[src/rtl/l1i_cache_if.sv]
// l1i_cache_if: fetch-side and refill-side signals of the L1 instruction cache.
//   cpu_read_enable / cpu_address / flush : fetch request and invalidate pulse from the CPU
//   cpu_instr / cpu_ready                 : instruction word and its valid flag back to IF/ID
//   mmu_read_enable / mmu_address         : word-read refill request towards the MMU
//   mmu_mem_data_width / mmu_mem_signed_read : access qualifiers (word, unsigned)
//   mmu_mem_ready / mmu_data_out          : refill beat accepted / refill data
// Modport slave is the cache's view; modport master is the CPU+MMU environment.
interface l1i_cache_if;
  logic        cpu_read_enable;
  logic [31:0] cpu_address;
  logic [31:0] cpu_instr;
  logic        cpu_ready;
  logic        flush;
  logic        mmu_read_enable;
  logic [31:0] mmu_address;
  logic [1:0]  mmu_mem_data_width;
  logic        mmu_mem_signed_read;
  logic        mmu_mem_ready;
  logic [31:0] mmu_data_out;

  modport slave (
    input  cpu_read_enable, cpu_address, flush, mmu_mem_ready, mmu_data_out,
    output cpu_instr, cpu_ready, mmu_read_enable, mmu_address,
           mmu_mem_data_width, mmu_mem_signed_read
  );

  modport master (
    output cpu_read_enable, cpu_address, flush, mmu_mem_ready, mmu_data_out,
    input  cpu_instr, cpu_ready, mmu_read_enable, mmu_address,
           mmu_mem_data_width, mmu_mem_signed_read
  );
endinterface

[src/rtl/l1i_cache.sv]
// l1i_cache: direct-mapped, read-only L1 instruction cache.
// Hits are served combinationally in IDLE; a miss refills the whole line from
// the MMU one word at a time (words 0..N-1), then the fetch hits in IDLE.
// While not ready the fetch path sees a NOP (addi x0,x0,0).
// Ports:
//   clk      : clock
//   reset_n  : asynchronous, active-low reset
//   bus      : l1i_cache_if.slave (CPU fetch side + MMU refill side)
//   hit_count, miss_count : statistics, present only with L1I_STATS_EN defined
// Optional feature macro: L1I_STATS_EN (adds hit/miss counters and ports).
module l1i_cache #(
  parameter int NUM_LINES      = 16,
  parameter int WORDS_PER_LINE = 4
) (
  input  logic        clk,
  input  logic        reset_n,
  l1i_cache_if.slave  bus
`ifdef L1I_STATS_EN
  ,
  output logic [31:0] hit_count,
  output logic [31:0] miss_count
`endif
);

  localparam int OFF   = $clog2(WORDS_PER_LINE);
  localparam int IDX   = $clog2(NUM_LINES);
  localparam int TAG_W = 32 - OFF - IDX - 2;

  localparam logic [31:0]    NOP            = 32'h0000_0013;
  localparam logic [1:0]     MMU_WIDTH_WORD = 2'b10;
  localparam logic [OFF-1:0] LAST_BEAT      = OFF'(WORDS_PER_LINE - 1);

  typedef enum logic {IDLE, REFILL} state_t;

  state_t               state;
  logic [NUM_LINES-1:0] valid;
  logic [TAG_W-1:0]     tags [NUM_LINES];
  logic [31:0]          data [NUM_LINES][WORDS_PER_LINE];
  logic [OFF-1:0]       counter;
  logic [TAG_W-1:0]     fill_tag;
  logic [IDX-1:0]       fill_index;
  logic                 flush_pending;

  logic [OFF-1:0]   word;
  logic [IDX-1:0]   index;
  logic [TAG_W-1:0] tag;
  logic             hit;
  logic             miss;
  logic             beat;
  logic             unused_addr_bits;

  assign word  = bus.cpu_address[OFF+1:2];
  assign index = bus.cpu_address[OFF+IDX+1:OFF+2];
  assign tag   = bus.cpu_address[31:OFF+IDX+2];
  assign unused_addr_bits = ^bus.cpu_address[1:0];

  // A flush in IDLE wipes the lines on this edge, so it can never be served as a hit;
  // a request seen together with a flush is therefore treated as a miss.
  assign hit  = (state == IDLE) && bus.cpu_read_enable && !bus.flush &&
                valid[index] && (tags[index] == tag);
  assign miss = (state == IDLE) && bus.cpu_read_enable && !hit;
  assign beat = (state == REFILL) && bus.mmu_mem_ready;

  assign bus.cpu_ready           = hit;
  assign bus.cpu_instr           = hit ? data[index][word] : NOP;
  assign bus.mmu_read_enable     = (state == REFILL);
  // line base + 4*counter, held while the MMU stalls because counter only moves on a beat
  assign bus.mmu_address         = (state == REFILL) ? {fill_tag, fill_index, counter, 2'b00} : 32'h0;
  assign bus.mmu_mem_data_width  = MMU_WIDTH_WORD;
  assign bus.mmu_mem_signed_read = 1'b0;

  // Control state: FSM, valid bits, beat counter, flush tracking
  always_ff @(posedge clk or negedge reset_n) begin
    if (!reset_n) begin
      state         <= IDLE;
      valid         <= '0;
      counter       <= '0;
      flush_pending <= 1'b0;
      fill_tag      <= '0;
      fill_index    <= '0;
`ifdef L1I_STATS_EN
      hit_count     <= '0;
      miss_count    <= '0;
`endif
    end else begin
      case (state)
        IDLE: begin
          if (bus.flush)
            valid <= '0;
          if (miss) begin
            fill_tag   <= tag;
            fill_index <= index;
            counter    <= '0;
            // old contents of this line are about to be overwritten
            valid[index] <= 1'b0;
            state      <= REFILL;
          end
`ifdef L1I_STATS_EN
          if (hit)
            hit_count <= hit_count + 32'd1;
          if (miss)
            miss_count <= miss_count + 32'd1;
`endif
        end
        REFILL: begin
          if (bus.flush) begin
            valid         <= '0;
            flush_pending <= 1'b1;
          end
          if (bus.mmu_mem_ready) begin
            counter <= counter + 1'b1;
            if (counter == LAST_BEAT) begin
              // a flush seen at any point of this refill (including this edge) leaves the line invalid
              if (!flush_pending && !bus.flush)
                valid[fill_index] <= 1'b1;
              flush_pending <= 1'b0;
              state         <= IDLE;
            end
          end
        end
        default: state <= IDLE;
      endcase
    end
  end

  // Storage: tag and data arrays, not reset (guarded by valid)
  always_ff @(posedge clk) begin
    if (beat) begin
      data[fill_index][counter] <= bus.mmu_data_out;
      if (counter == LAST_BEAT)
        tags[fill_index] <= fill_tag;
    end
  end

endmodule
[src/flat_wrapper.sv]
// flat-port wrapper written by rule: the top's interface ports become plain ports
module l1i_cache_flat 
#(
  parameter int NUM_LINES      = 16,
  parameter int WORDS_PER_LINE = 4
)
  (clk, reset_n, bus_cpu_read_enable, bus_cpu_address, bus_flush, bus_mmu_mem_ready, bus_mmu_data_out, bus_cpu_instr, bus_cpu_ready, bus_mmu_read_enable, bus_mmu_address, bus_mmu_mem_data_width, bus_mmu_mem_signed_read);
  l1i_cache_if bus_i ();
  input  logic clk;
  input  logic reset_n;
  input wire logic [$bits(bus_i.cpu_read_enable)-1:0] bus_cpu_read_enable;
  input wire logic [$bits(bus_i.cpu_address)-1:0] bus_cpu_address;
  input wire logic [$bits(bus_i.flush)-1:0] bus_flush;
  input wire logic [$bits(bus_i.mmu_mem_ready)-1:0] bus_mmu_mem_ready;
  input wire logic [$bits(bus_i.mmu_data_out)-1:0] bus_mmu_data_out;
  output wire logic [$bits(bus_i.cpu_instr)-1:0] bus_cpu_instr;
  output wire logic [$bits(bus_i.cpu_ready)-1:0] bus_cpu_ready;
  output wire logic [$bits(bus_i.mmu_read_enable)-1:0] bus_mmu_read_enable;
  output wire logic [$bits(bus_i.mmu_address)-1:0] bus_mmu_address;
  output wire logic [$bits(bus_i.mmu_mem_data_width)-1:0] bus_mmu_mem_data_width;
  output wire logic [$bits(bus_i.mmu_mem_signed_read)-1:0] bus_mmu_mem_signed_read;
  assign bus_i.cpu_read_enable = bus_cpu_read_enable;
  assign bus_i.cpu_address = bus_cpu_address;
  assign bus_i.flush = bus_flush;
  assign bus_i.mmu_mem_ready = bus_mmu_mem_ready;
  assign bus_i.mmu_data_out = bus_mmu_data_out;
  assign bus_cpu_instr = bus_i.cpu_instr;
  assign bus_cpu_ready = bus_i.cpu_ready;
  assign bus_mmu_read_enable = bus_i.mmu_read_enable;
  assign bus_mmu_address = bus_i.mmu_address;
  assign bus_mmu_mem_data_width = bus_i.mmu_mem_data_width;
  assign bus_mmu_mem_signed_read = bus_i.mmu_mem_signed_read;
  l1i_cache #(.NUM_LINES(NUM_LINES), .WORDS_PER_LINE(WORDS_PER_LINE)) u_core (.clk(clk), .reset_n(reset_n), .bus(bus_i));
endmodule
[config.mk]
export PLATFORM = sky130hd
export DESIGN_NAME = l1i_cache_flat
export DESIGN_NICKNAME = d
export VERILOG_FILES = /design/src/rtl/l1i_cache_if.sv /design/src/rtl/l1i_cache.sv /design/src/flat_wrapper.sv
export SDC_FILE = /design/constraint.sdc
export NUM_CORES = 2
export LEC_CHECK = 0
export CAP_MARGIN = 10
export CORE_MARGIN = 8
export CORE_UTILIZATION = 50
export CTS_CLUSTER_SIZE = 12
export DETAILED_ROUTE_END_ITERATION = 8
export PLACE_DENSITY = 0.77
export SETUP_SLACK_MARGIN = 0.2
export SLEW_MARGIN = 20
export SYNTH_ARGS = -nofsm -noshare
export SYNTH_HDL_FRONTEND = slang
export SYNTH_SLANG_ARGS = --single-unit
[constraint.sdc]
create_clock -name clk -period 5.75 [get_ports clk]
set_clock_uncertainty 0.1 [all_clocks]
set_input_delay 0.575 -clock clk [delete_from_list [all_inputs] [get_ports clk]]
set_output_delay 0.575 -clock clk [all_outputs]
set_load 0.005 [all_outputs]
* Yosys cells after proc, flatten, opt, wreduce, memory -nomap -nowiden
Memories as Yosys holds them, arrays and structs flattened.
Cells that the tools add are included.
** Word-level totals
- Register bits :: 48
- Memory bits (writable) :: 2432
- Bits of input ports :: 69
- Output and inout port bits :: 69
- Memories :: 2
** Cells by class
- $add $sub $neg :: 1
- Magnitude comparators :: 7
- Equality and inequality tests :: 4
- Multiplexer cells :: 36
- Bitwise operators :: 6
- Reduce and logical (&&, ||, !) cells :: 15
** Memory list
- u_core.data :: words 16, bits a word 128, read ports 1, clocked after memory_dff 0, write ports 1, RTL line l1i_cache.sv:38 : logic [31:0] data [NUM_LINES][WORDS_PER_LINE];
- u_core.tags :: words 16, bits a word 24, read ports 1, clocked after memory_dff 0, write ports 1, RTL line l1i_cache.sv:37 : logic [TAG_W-1:0] tags [NUM_LINES];
** Operators by type and width (number)
- 32-bit two-way mux :: 5
- 128-bit two-way mux :: 1
- 16-bit two-way mux :: 7
- 32-bit binary-select mux with 2-bit select :: 1
- 32-bit demux with 2-bit select :: 1
- 16-bit case mux with 2 select lines :: 1
- 24-bit equality test :: 1
- 16-bit AND :: 1
- 16-bit inverter :: 1
- 16-bit bitwise OR :: 1
- 1-bit two-way mux :: 13
- 1-bit logical AND :: 10
- 4-bit by 5-bit < comparator with 1-bit output, second input constant :: 2
- 1-bit demux with 4-bit select :: 2
- 4-bit by 1-bit >= comparator with 1-bit output, second input constant :: 2
- 3-bit >= comparator, second input constant :: 2
- 2-bit inverter with 3-bit output :: 2
- 1-bit binary-select mux with 4-bit select :: 1
- 2-bit two-way mux :: 2
- 2-bit case mux with 2 select lines :: 1
- 2-bit AND reduction :: 2
- 1-bit logical NOT :: 3
- 3-bit by 1-bit < comparator with 1-bit output, second input constant :: 1
- 2-bit by 1-bit adder with 2-bit output, second input constant :: 1
- 5 further kinds :: 5

* Depth between registers and ports, before layout
- Word-level depth :: 9
- Gate-level depth with buffers :: 16

* Worst setup path before layout
Ideal clock, no wire load.
- Path type :: input-to-reg
- From :: input port bus_mmu_mem_ready
- To :: memory u_core.data[15][0] (netlist bit) (enable)
- Setup time :: 0.470 ns
- Arrival time :: 3.806 ns
- Setup slack :: 1.374 ns
- Stages on the path :: 5
- Path buffers :: 3
- Path through :: clkbuf_1 -> nand3_1 -> clkbuf_1 -> clkbuf_1 -> nor2_1
** Between the ends
- Longest elaborated chain between the ends :: 3
** RTL lines
- start, declared :: RTL line flat_wrapper.sv:14 : input wire logic [$bits(bus_i.mmu_mem_ready)-1:0] bus_mmu_mem_ready;
- 1-bit logical AND :: RTL line l1i_cache.sv:62 : assign beat = (state == REFILL) && bus.mmu_mem_ready;
- 1-bit two-way mux :: RTL line l1i_cache.sv:128 : if (beat) begin
- 128-bit two-way mux (not written as such) :: RTL line l1i_cache.sv:129 : data[fill_index][counter] <= bus.mmu_data_out;
- end, declared :: RTL line l1i_cache.sv:38
No other way between the ends.

* Worst setup path after layout
- From :: memory u_core.tags[12][12] (netlist bit)
- To :: output port bus_cpu_instr[0]
** Between the ends
- Longest elaborated chain between the ends :: 4
** RTL lines
- start, declared :: RTL line l1i_cache.sv:37
- memory 16 x 24 bit
- 24-bit equality test :: RTL line l1i_cache.sv:60 : valid[index] && (tags[index] == tag);
- 1-bit logical AND :: RTL line l1i_cache.sv:60
- 32-bit two-way mux :: RTL line l1i_cache.sv:65 : assign bus.cpu_instr = hit ? data[index][word] : NOP;
- end, declared :: RTL line flat_wrapper.sv:16 : output wire logic [$bits(bus_i.cpu_instr)-1:0] bus_cpu_instr;
No other way between the ends.

==> flow_metrics.py <==
metrics = {
    "synth": {
        "synth_top_area_share_pct": 76.5,
        "synthTopCellsByArea": "edfxtp_1 (76%), mux4_2 (18%), dfrtp_1 (1.3%), mux2i_1 (0.73%), clkbuf_1 (0.48%)",
        "ys_types": 50,
        "synth_edf_count": 2432,
        "synth-compound-area-share_pct": 0.629,
        "yosys-top-cells-count": "edfxtp_1 (2432), mux4_2 (752), clkbuf_1 (121)",
        "avgSynthCellArea_sq_um": 24.4,
        "ys_seq_area_share_pct": 77.7,
        "yosysWarnings": 0,
        "synthSimpleGateAreaFrac_pct": 1.16,
        "synth_top_area_cell": "edfxtp_1",
        "synthXorXnorAreaFrac_pct": 0.248,
        "ys_seq_elements": 2480,
        "synth.most_common_cell": "edfxtp_1",
        "syn_area_sq_mm": 0.0955,
        "synth_adder_area_share_pct": 0.0524,
        "netlist_instances": 3911,
        "synthMuxAreaShare_pct": 19.0,
        "ys_async_sr_fraction_pct": 1.94,
        "synth_ff_type": "edfxtp_1",
        "synth_top_family_by_area": "multiplexers",
    },
    "route": {
        "drt_wl_total_mm": 232,
        "avgViaCountPerCell": 6.51,
        "wl_per_cell_microns": 33.9,
        "vias": 44500,
        "drt_pass1_iterations": 5,
        "drc": 0,
        "drtAntennaViolNets": 0,
        "drt_iter0_drc": 6035,
    },
    "global_route": {
        "grtUsageMet1_pct": 28.5,
        "overflow": 0,
        "gr-max-usage-layer": "met2",
        "grt_use_total_pct": 22.3,
        "grt_pass1_vias": 46000,
        "grt_first_pass_wirelength_mm": 329,
        "antenna_found_initial": 33,
        "grt.met3_usage_pct": 6.91,
        "use_met2_pct": 36.7,
        "grt_max_degree": 132,
    },
    "clock_tree": {
        "cts_tree": "built",
        "cts_made_buffers": 233,
        "cts.path.max_buffers": 3,
        "clk_pin_slew_worst_paths_ns": 0.06,
        "clock_latency_ns": 0.84,
        "cts.sinks": 2480,
        "ctsResizeCount": 0,
        "clockRootBuffer": "clkbuf_16",
        "h-tree-depth": 4,
    },
    "timing": {
        "timing.hold.ws_ns": 0.0627,
        "worst_pin_slew_ns": 1.19,
        "min_period_ns": 5.31,
        "fin_crit_sh_pct": 92.4,
        "clock.fmax_mhz": 188,
        "finalHoldViolCount": 0,
        "final_max_slew_viol_count": 0,
        "finalSetupViolCount": 0,
        "rsz0062_at_grt": "no",
        "fin_tns_setup_ns": 0,
        "slew_headroom_pct": 21.0,
    },
    "pwr": {
        "peakVddDrop_uv": 331,
        "leakage_nw": 32.9,
        "power_switching_mw": 8.85,
        "power.share.clock_pct": 36.1,
        "power.density_mw_per_mm2": 359,
        "seqPwrFrac_pct": 55.6,
        "comb_power_share_pct": 8.3,
        "netSwitchingFraction_pct": 22.9,
        "p_int_mw": 29.7,
    },
    "floorplan": {
        "ios": 138,
        "die_area_sq_mm": 0.205,
        "initial_core_util_pct": 50.3,
        "chipHeight_microns": 453,
        "fp.coreArea_sq_mm": 0.190,
        "num_rows": 160,
        "die_x_microns": 453,
    },
    "placement": {
        "place_hpwl_mm": 123,
        "gp_congestion": 0.801,
        "portBuffers": 130,
    },
    "setup_path": {
        "arrival_ns": 4.64,
        "critPathKind": "reg2out",
        "startpoint_type": "register",
        "critPathMaxFanout": 33,
        "crit_required_ns": 5.08,
        "endpoint_kind": "output pin",
    },
    "final_layout": {
        "syn_to_final_growth_pct": 12.4,
        "fill_cells": 12900,
        "layout-drive-gt1-share_pct": 29.8,
        "final_net_count": 4256,
    },
    "run_status": {
        "outcome": "finished, final reports clean",
    },
    "job": {
        "max_cap_violations": 0,
    },
    "min_path": {
        "min_path_type": "in2reg",
    },
}
## what timing repair did
action                    CTS  global route
hold endpoints to repair   48             0
buffers inserted            0             0
hold buffers                1             0
## per-layer routing
metal  wire, microns  vias up
met2          115000     2901
li1                -    17400
met1           83200    23800
met5              94        -
met4            7940       14
met3           25800      463
## flip-flops by register name, indices dropped and copies added (netlist names)
register	cells
u_core.counter	2
u_core.tags	384
u_core.fill_index	4
u_core.fill_tag	24
u_core.data	2048
u_core.valid	16
u_core.bus.mmu_read_enable	1
u_core.flush_pending	1
## final timing paths
check,end,start,slack (ns),cells past startpoint
worst min-delay path,u_core.data[0][21],bus_mmu_data_out[21],0.06,1
worst max register to register,u_core.data[6][96],u_core.bus.mmu_read_enable,1.62,3
worst min register to register,u_core.valid[13],u_core.valid[13],0.47,2
min in group asynchronous,u_core.fill_tag[16],reset_n,0.32,3
worst max-delay path,bus_cpu_instr[0],u_core.tags[12][12],0.44,10
max in group asynchronous,u_core.bus.mmu_read_enable,reset_n,4.70,3
## through the flow
| step | std cells | util, % | setup WS [ns] | instance area, sq um | total power [mW] |
|---|---|---|---|---|---|
| 2_1_floorplan | 3914 | - | 1.37 | 95500 | 23.2 |
| 4_1_cts | 6821 | 56.4 | 0.400 | 107000 | 38.7 |
| 3_3_place_gp | 6450 | 52.9 | 0.680 | 100000 | 24.8 |
| 6_report | 6838 | 56.5 | 0.437 | 107000 | 38.6 |
| 5_1_grt | 6830 | 56.5 | 0.360 | 107000 | 39.6 |
| 3_5_place_dp | 6455 | 52.9 | 0.626 | 101000 | 24.9 |
## kinds of logic (layout without fill, tap and decap cells)
family	after synthesis	count (layout)
mux	867	867
other cells	2	19
compound gates	78	78
buf+inv	228	627
fa+ha+maj	4	4
flops	2480	2480
xor+xnor	27	27
simple gates	225	225
## cell type report
| cell class | count | area (sq um) | area share (%) |
|---|---|---|---|
| inverter | 11 | 41.3 | 0.0385 |
| timing repair buffer | 251 | 2560 | 2.39 |
| multi-input combinational | 1206 | 20700 | 19.3 |
| sequential | 2480 | 74200 | 69.2 |
| tap | 2511 | 3140 | 2.93 |
| clock buffer | 335 | 6310 | 5.88 |
| antenna | 14 | 35.0 | 0.0326 |
| clock inverter | 30 | 302 | 0.281 |
## critical path, cell delays in order (launching register included)
cell and delay, ns:
edfxtp_1 0.37, mux4_2 0.46, mux4_2 0.49, xor2_1 0.17, nor2_1 0.39, o2111ai_2 0.22
a2111oi_4 0.39, nand3_2 0.31, buf_12 0.27, or2_1 0.26, clkdlybuf4s50_1 0.44
## power groups by stage
stage / logic [mW] / clock network (mW) / registers [mW]
floorplan: 1.71 / 0 / 21.5
global placement: 3.08 / 0 / 21.7
detailed placement: 3.15 / 0 / 21.8
CTS: 3.20 / 14.1 / 21.4
global route: 3.36 / 14.7 / 21.5
finish: 3.21 / 13.9 / 21.4
## placed cells by master, fill, tap and decap left out, types with 6 or more instances in the layout
cell type	n
mux2_4	10
nor2b_1	38
nor3_1	12
mux2i_1	70
clkinv_1	15
dfrtp_1	48
mux4_2	752
clkdlybuf4s50_1	91
a311oi_1	16
inv_6	6
xor2_1	7
a21oi_1	7
inv_1	9
nor2_4	64
a31oi_1	12
xnor2_1	20
nand3_1	14
clkbuf_16	236
buf_12	36
edfxtp_1	2432
diode_2	14
nor2_1	21
and2_1	31
buf_2	22
clkbuf_1	96
mux2_2	34
nand2b_1	8
nand2_1	22
o22ai_1	8
buf_4	96
Note: power is estimated with default switching activity, not from simulation.
